[src/rtl/cmp_pkg.sv]
// rtl/cmp_pkg.sv - relation encodings and helpers for the branch comparison pipeline
package cmp_pkg;

  localparam int CMP_OP_W = 4;

  typedef enum logic [CMP_OP_W-1:0] {
    CMP_EQ  = 4'd0,
    CMP_NE  = 4'd1,
    CMP_LT  = 4'd2,
    CMP_LE  = 4'd3,
    CMP_GT  = 4'd4,
    CMP_GE  = 4'd5,
    CMP_LTU = 4'd6,
    CMP_LEU = 4'd7,
    CMP_GTU = 4'd8,
    CMP_GEU = 4'd9
  } cmp_op_e;

  function automatic logic is_defined_op(input logic [CMP_OP_W-1:0] op);
    return op <= CMP_GEU;
  endfunction

endpackage

[src/rtl/cmp_pipe_stage.sv]
// rtl/cmp_pipe_stage.sv - one valid/payload register slice with upstream ready
module cmp_pipe_stage #(
  parameter int W = 1
) (
  input  logic         clk,
  input  logic         resetn_i,
  input  logic         flush_i,
  input  logic         up_valid_i,
  output logic         up_ready_o,
  input  logic [W-1:0] up_data_i,
  output logic         dn_valid_o,
  input  logic         dn_ready_i,
  output logic [W-1:0] dn_data_o
);

  logic         valid_q, valid_d;
  logic [W-1:0] data_q, data_d;

  assign up_ready_o = !valid_q || dn_ready_i;
  assign dn_valid_o = valid_q;
  assign dn_data_o  = data_q;

  // Payload only loads on a real accept so it stays stable under backpressure.
  always_comb begin
    valid_d = valid_q;
    data_d  = data_q;
    if (up_ready_o) valid_d = up_valid_i;
    if (up_valid_i && up_ready_o) data_d = up_data_i;
    if (flush_i) valid_d = 1'b0;
  end

  always_ff @(posedge clk) begin
    if (!resetn_i) begin
      valid_q <= 1'b0;
      data_q  <= '0;
    end else begin
      valid_q <= valid_d;
      data_q  <= data_d;
    end
  end

endmodule

[src/rtl/branch_compare_pipe.sv]
// rtl/branch_compare_pipe.sv - pipelined RISC-V branch/SLT comparator with tag, flush and taken counter
module branch_compare_pipe
  import cmp_pkg::*;
#(
  parameter int DATA_WIDTH  = 32,
  parameter int STAGES      = 2,
  parameter int TAG_WIDTH   = 5,
  parameter int COUNT_WIDTH = 16
) (
  input  logic                   clk,
  input  logic                   reset,
  input  logic                   flush,
  input  logic                   in_valid,
  output logic                   in_ready,
  input  logic [DATA_WIDTH-1:0]  inputA,
  input  logic [DATA_WIDTH-1:0]  inputB,
  input  logic [CMP_OP_W-1:0]    compSelect,
  input  logic [TAG_WIDTH-1:0]   in_tag,
  output logic                   out_valid,
  input  logic                   out_ready,
  output logic [DATA_WIDTH-1:0]  compOut,
  output logic [TAG_WIDTH-1:0]   out_tag,
  output logic                   out_err,
  output logic [COUNT_WIDTH-1:0] taken_count
);

  localparam int PW = TAG_WIDTH + 2;

  logic [DATA_WIDTH-1:0] a_s, b_s;
  logic                  eq, lt_u, lt_s, res, err;
  logic                  stg_valid [STAGES+1];
  logic                  stg_ready [STAGES+1];
  logic [PW-1:0]         stg_data  [STAGES+1];
  logic [COUNT_WIDTH-1:0] count_q, count_d;
  logic                  xfer;

  // Flipping the MSBs maps two's complement order onto unsigned order.
  assign a_s  = {~inputA[DATA_WIDTH-1], inputA[DATA_WIDTH-2:0]};
  assign b_s  = {~inputB[DATA_WIDTH-1], inputB[DATA_WIDTH-2:0]};
  assign eq   = inputA == inputB;
  assign lt_u = inputA < inputB;
  assign lt_s = a_s < b_s;
  assign err  = !is_defined_op(compSelect);

  always_comb begin
    res = 1'b0;
    case (compSelect)
      CMP_EQ:  res = eq;
      CMP_NE:  res = !eq;
      CMP_LT:  res = lt_s;
      CMP_LE:  res = lt_s || eq;
      CMP_GT:  res = !(lt_s || eq);
      CMP_GE:  res = !lt_s;
      CMP_LTU: res = lt_u;
      CMP_LEU: res = lt_u || eq;
      CMP_GTU: res = !(lt_u || eq);
      CMP_GEU: res = !lt_u;
      default: res = 1'b0;
    endcase
  end

  assign stg_valid[0]      = in_valid && in_ready;
  assign stg_data[0]       = {in_tag, err, res};
  assign stg_ready[STAGES] = out_ready;
  assign in_ready          = reset && !flush && stg_ready[0];

  for (genvar k = 0; k < STAGES; k++) begin : g_stage
    cmp_pipe_stage #(.W(PW)) u_stage (
      .clk        (clk),
      .resetn_i   (reset),
      .flush_i    (flush),
      .up_valid_i (stg_valid[k]),
      .up_ready_o (stg_ready[k]),
      .up_data_i  (stg_data[k]),
      .dn_valid_o (stg_valid[k+1]),
      .dn_ready_i (stg_ready[k+1]),
      .dn_data_o  (stg_data[k+1])
    );
  end

  assign out_valid = stg_valid[STAGES];
  assign out_tag   = stg_data[STAGES][PW-1:2];
  assign out_err   = stg_data[STAGES][1];
  assign compOut   = {{(DATA_WIDTH-1){1'b0}}, stg_data[STAGES][0]};
  assign xfer      = out_valid && out_ready;

  always_comb begin
    count_d = count_q;
    if (xfer && stg_data[STAGES][0] && !out_err && !(&count_q)) count_d = count_q + 1'b1;
  end

  always_ff @(posedge clk) begin
    if (!reset) count_q <= '0;
    else        count_q <= count_d;
  end

  assign taken_count = count_q;

endmodule

[config.mk]
export PLATFORM = sky130hd
export DESIGN_NAME = branch_compare_pipe
export DESIGN_NICKNAME = d
export VERILOG_FILES = /design/src/rtl/cmp_pkg.sv /design/src/rtl/cmp_pipe_stage.sv /design/src/rtl/branch_compare_pipe.sv
export SDC_FILE = /design/constraint.sdc
export NUM_CORES = 1
export LEC_CHECK = 0
export ABC_AREA = 1
export BUFFER_PORTS_ARGS = -buffer_cell sky130_fd_sc_hd__buf_2
export CELL_PAD_IN_SITES_DETAIL_PLACEMENT = 2
export CELL_PAD_IN_SITES_GLOBAL_PLACEMENT = 2
export CORE_ASPECT_RATIO = 0.9
export CORE_MARGIN = 2
export CORE_UTILIZATION = 23
export CTS_CLUSTER_DIAMETER = 200
export DETAILED_ROUTE_END_ITERATION = 16
export PLACE_DENSITY = 0.81
export SLEW_MARGIN = 25
export SYNTH_ARGS = -nofsm -noshare
export SYNTH_HDL_FRONTEND = slang
export SYNTH_SLANG_ARGS = --single-unit
[constraint.sdc]
create_clock -name clk -period 2.3 [get_ports clk]
set_input_delay 0.46 -clock clk [delete_from_list [all_inputs] [get_ports clk]]
set_output_delay 0.46 -clock clk [all_outputs]
set_load 0.1 [all_outputs]
Word-level counts from Yosys, hierarchy flattened
Index checks and enable logic that the tools add are counted.
{ "classes": {"add_sub_neg": 1, "n_eq_ne": 10, "n_reduce_logical": 27, "mux": 1, "bitwise_logic": 3, "n_lt_le_gt_ge": 3} }
{ "ops": {"columns": ["op", "n"], "rows": [
  ["$lt 32x32->1", 2],
  ["$eq 32x32->1", 1],
  ["$add 16x1->16 const B", 1],
  ["$eq 4x3->1 const B", 4],
  ["$reduce_and 16->1", 1],
  ["$logic_not 1->1", 11],
  ["$pmux 1 s10", 1],
  ["$logic_and 1x1->1", 9],
  ["$eq 4x2->1 const B", 2],
  ["$eq 4x4->1 const B", 2],
  ["$eq 4x1->1 const B", 1],
  ["$le 4x4->1 const B", 1],
  ["$logic_not 4->1", 1],
  ["$logic_or 1x1->1", 4],
  ["$not 1->1", 3],
  ["$reduce_or 2->1", 1]
]} }
{ "totals": {"output_inout_bits": 56, "regBits": 32} }

Depth between registers and ports, before layout
{ "logic_depth": {"ltp_word": 6, "ltp_mapped": 20, "depth_no_buf": 20} }

By module
Synthesis repeated with hierarchy kept, for this count alone.
{ "hier_totals": {"hier_cells": 443, "hier_area_um2": 2941.6} }
{ "modules_own_cells": {"columns": ["mod", "area_per_inst_um2", "cells_each", "n_inst"], "rows": [
  ["branch_compare_pipe", 2185.8, 341, 1],
  ["cmp_pipe_stage", 377.9, 51, 2]
]} }

Worst setup path after synthesis
Ideal clock, no wire load.
{ "synth_timing": {"kind": "reg2reg", "startpoint": "reg count_q[8] (netlist: taken_count[8])", "endpoint": "reg count_q[15] (netlist: taken_count[15])", "path_stages_with_launch": 10, "arrival_time_ns": 2.262, "path_slack_ns": -0.084, "setup_time_ns": 0.123, "period_less_slack_ns": 2.384, "path_buffers": 0, "path_cell_list": "dfxtp_1 -> inv_1 -> nor3_4 -> nand3_2 -> nor3_2 -> nand3_1 -> nor2_1 -> nand2_1 -> nor2_1 -> nor3b_2"} }
{ "synth_via": {"elab_chain_len": 3, "elab_cells_between_ends": 4} }
{ "synth_rtl": {"columns": ["item", "line_no", "rtl"], "rows": [
  ["start, declared", "branch_compare_pipe.sv:34", "logic [COUNT_WIDTH-1:0] count_q, count_d;"],
  ["start signal, assigned", "branch_compare_pipe.sv:94", "else count_q <= count_d;"],
  ["branches (longest 3 deep; another with $add 16x1->16)", null, null]
]} }
Parallel ways; which one is timed is not known.
A chain may end at the register's enable or synchronous reset.

Worst setup path after layout
{ "layout_timing": {"startpoint": "in inputA[31]", "endpoint": "reg g_stage[0].u_stage.data_q[0]"} }
{ "layout_via": {"elab_chain_len": 5, "elab_cells_between_ends": 12} }
{ "layout_rtl": {"columns": ["item", "line_no", "rtl"], "rows": [
  ["start, declared", "branch_compare_pipe.sv:15", "input logic [DATA_WIDTH-1:0] inputA,"],
  ["$not 1->1", "branch_compare_pipe.sv:38", "assign a_s = {~inputA[DATA_WIDTH-1], inputA[DATA_WIDTH-2:0]};"],
  ["$lt 32x32->1", "branch_compare_pipe.sv:42", "assign lt_s = a_s < b_s;"],
  ["$logic_or 1x1->1", "branch_compare_pipe.sv:51, branch_compare_pipe.sv:52", null],
  ["$logic_not 1->1", "branch_compare_pipe.sv:52", "CMP_GT: res = !(lt_s || eq);"],
  ["$pmux 1 s10 *", "branch_compare_pipe.sv:47", "case (compSelect)"],
  ["end signal, assigned", "cmp_pipe_stage.sv:38", "data_q <= data_d;"],
  ["end, declared", "cmp_pipe_stage.sv:17", "logic [W-1:0] data_q, data_d;"]
]} }
Every way passes the cells marked *; elsewhere a longest branch is shown, timed or not.

==> flow_summary.yaml <==
status:
  outcome: "finished clean"
setup_path:
  critPathMaxStageDelay_ns: 0.29
  worstPathMaxFanout: 6
  cp_cell_sequence: "buf_2 -> inv_1 -> ha_1 -> nand2_1 -> nor2_2 -> nand4_2 -> nor2_2 -> nand2_2 -> nand2_1 -> o21ai_1 -> inv_1 -> nand2_1 -> inv_1 -> nand2_1 -> nor2_1 -> nand2_1 -> nand2_1 -> a21oi_2"
  crit_start: "inputA[31]"
  criticalPathCategory: "in -> reg"
  r2r_start: "taken_count[0]"
  crit_arrival_ns: 2.18
  worst-r2r-setup-slack_ns: 0.40
  endpoint_kind: "flop"
  slowest_stage: "ha_1"
  worstReg2RegEnd: "taken_count[9]"
  r2r_cells: 9
  required_ns: 2.47
  crit_path_frequent_cell: "nand2_1"
  critPathLaunchType: "input port"
floorplanning:
  std_cell_rows: 37
  io_pins: 134
  core_area_sq_um: 11300
  dieArea_sq_um: 12400
  start_util_pct: 23.3
  die_w_um: 117
  die_y_um: 106
drt:
  ant_nets: 0
  drtPass1Iterations: 4
  via_per_inst: 4.19
  via_count: 2774
  drc: 0
  postRouteWirelength_mm: 8.19
  dr.first_iter.drc_count: 89
  wl_per_cell_um: 12.4
cells_and_area:
  postLayoutCoreUtil_pct: 30.2
  area_growth_pct: 29.4
  fin_cells: 662
  drive_above_1_share_pct: 26.1
  final.fill_count: 1385
  fin_nets: 617
  antennaDiodeCount: 0
logic_synthesis:
  synthCells: 398
  syn-cell-area_sq_um: 2650
  ys_top_cells_by_count: "78 x inv_1, 65 x nand2_1, 42 x nor2_1, 34 x a21oi_1, 34 x ha_1"
  synth_edf_count: 0
  synth_seq_cells: 32
  avgSynthCellArea_sq_um: 6.65
  ys_async_sr_fraction_pct: 0
  synth_flop_cell: "dfxtp_1"
  synth_warnings: 0
  synth_top_area_share_pct: 24.2
  ys_seq_area_share_pct: 24.2
  yosys.area.top_type: "dfxtp_1"
  synth_cell_types: 30
  synth.area.top_cells: "dfxtp_1 24%, ha_1 16%, inv_1 11%"
  yosys.cell_count.top_type: "inv_1"
pwr:
  p_leak_nw: 1.85
  ir_drop_mv: 0.230
  power_density_nw_per_um2: 552
sta:
  period_share_pct: 87.4
  rsz0062_at_grt: "false"
  slew_viol_final: 0
  finalHoldViolCount: 0
  skew_ns: 0.00309
  fmax_mhz: 498
  fin_tns_setup_ns: 0
  hold_slack_ns: 0.428
  setup_violations: 0
  fin_crit_ns: 2.01
flow_run:
  maxCapViolCount: 0
hold_path:
  holdCritPathClass: "in -> reg"
  hp-start: "in_tag[3]"
  min_to: "g_stage[0].u_stage.dn_data_o[5]"
  min_delay_path_depth: 3
placed_design:
  gp_congestion: 0.776
  dp_hpwl_mm: 6.99
  port_buffers: 102
  dp_cells: 654
clocking:
  htreeDepth: 2
  clk_pin_slew_worst_paths_ns: 0.05
  clk_latency_ns: 0.28
  numCtsBuffers: 5
  post_cts_buffers: 0
  hold_buffers: 0
  cts.sinks: 32
  clockRootBuffer: "clkbuf_16"
  clockBufferDepth: 2
  cts.repair.resized: 0
  cts_tree: "done"
grt:
  antenna_found_initial: 0
  grt_max_degree: 25
  grtUsageTotal_pct: 13.8
  grt_pass1_wl_mm: 13.8
  grt_pass1_vias: 3034
  gr-total-overflow: 0
cell usage in the layout (no fill, tap or decap), types with 12 or more instances in the layout:
master | Yosys | routed
dfxtp_1 | 32 | 26
o21ai_0 | 25 | 25
nand3_1 | 13 | 13
conb_1 | 1 | 31
inv_1 | 78 | 78
nor3_1 | 12 | 12
nor2_1 | 42 | 42
buf_2 | 0 | 101
a21oi_1 | 34 | 34
nand2_1 | 65 | 65
ha_1 | 34 | 34
metal layers:
layer	track usage, %	vias up	part of all wire, %
met1	15.5	1278	41
met4	3.45	0	1.4
met3	1.96	9	4.5
li1	-	1417	-
met5	0	-	0
met2	26.5	70	53
registers in the layout, indices dropped and copies added (netlist names):
name and cells:
g_stage.u_stage.dn_valid_o 2, g_stage.u_stage.dn_data_o 14, taken_count 16
cell type report:
cell class                 count  area [sq um]  share of cell area (%)
inverter                      79           297                    8.65
tap                          156           195                    5.70
multi-input combinational    283          1580                    46.1
clock inverter                 3          42.5                    1.24
timing repair buffer         104           541                    15.8
clock buffer                   5           125                    3.65
sequential                    32           648                    18.9
power breakdown:
part           switching (W)  total, W  internal, W
clock network       0.000245  0.000753     0.000508
logic               0.000432  0.000565     0.000133
registers         0.00000655  0.000575     0.000568
per-stage QoR:
stage	power, W	instance area, sq um	worst slack, ns
2_1_floorplan	0.00106	2770	0.0201
3_3_place_gp	0.00113	3260	0.148
3_5_place_dp	0.00115	3260	-0.0159
4_1_cts	0.00192	3430	0.270
5_1_grt	0.00199	3430	0.0574
6_report	0.00189	3430	0.290
worst max path at each step:
stage	end	slack (ns)	depth (start not counted)
after floorplan	taken_count[15]	0.02	9
after global placement	g_stage[0].u_stage.dn_data_o[0]	0.15	16
after detailed placement	g_stage[0].u_stage.dn_data_o[0]	-0.02	18
after CTS	g_stage[0].u_stage.dn_data_o[0]	0.27	18
after global routing	g_stage[0].u_stage.dn_data_o[0]	0.06	18
final	g_stage[0].u_stage.dn_data_o[0]	0.29	18
critical path, delay by kind of cell:
kind	cells	cell delay, ns
adder cells (fa/ha/maj)	1	0.29
AND/OR/NAND/NOR	11	1.06
AO/OA/AOI/OAI	2	0.12
buffers and inverters	4	0.26
logic make-up (layout without fill, tap and decap cells):
kind of cell    after synthesis  after routing  share of synthesized area, %
fa+ha+maj                    34             34                          16.1
xor+xnor                      1              1                         0.331
compound gates               66             66                          13.1
simple gates                151            151                          25.8
other cells                   1             31                         0.142
buf+inv                     113            191                          20.4
flops                        32             32                          24.2
(Power assumes the default switching activity.)
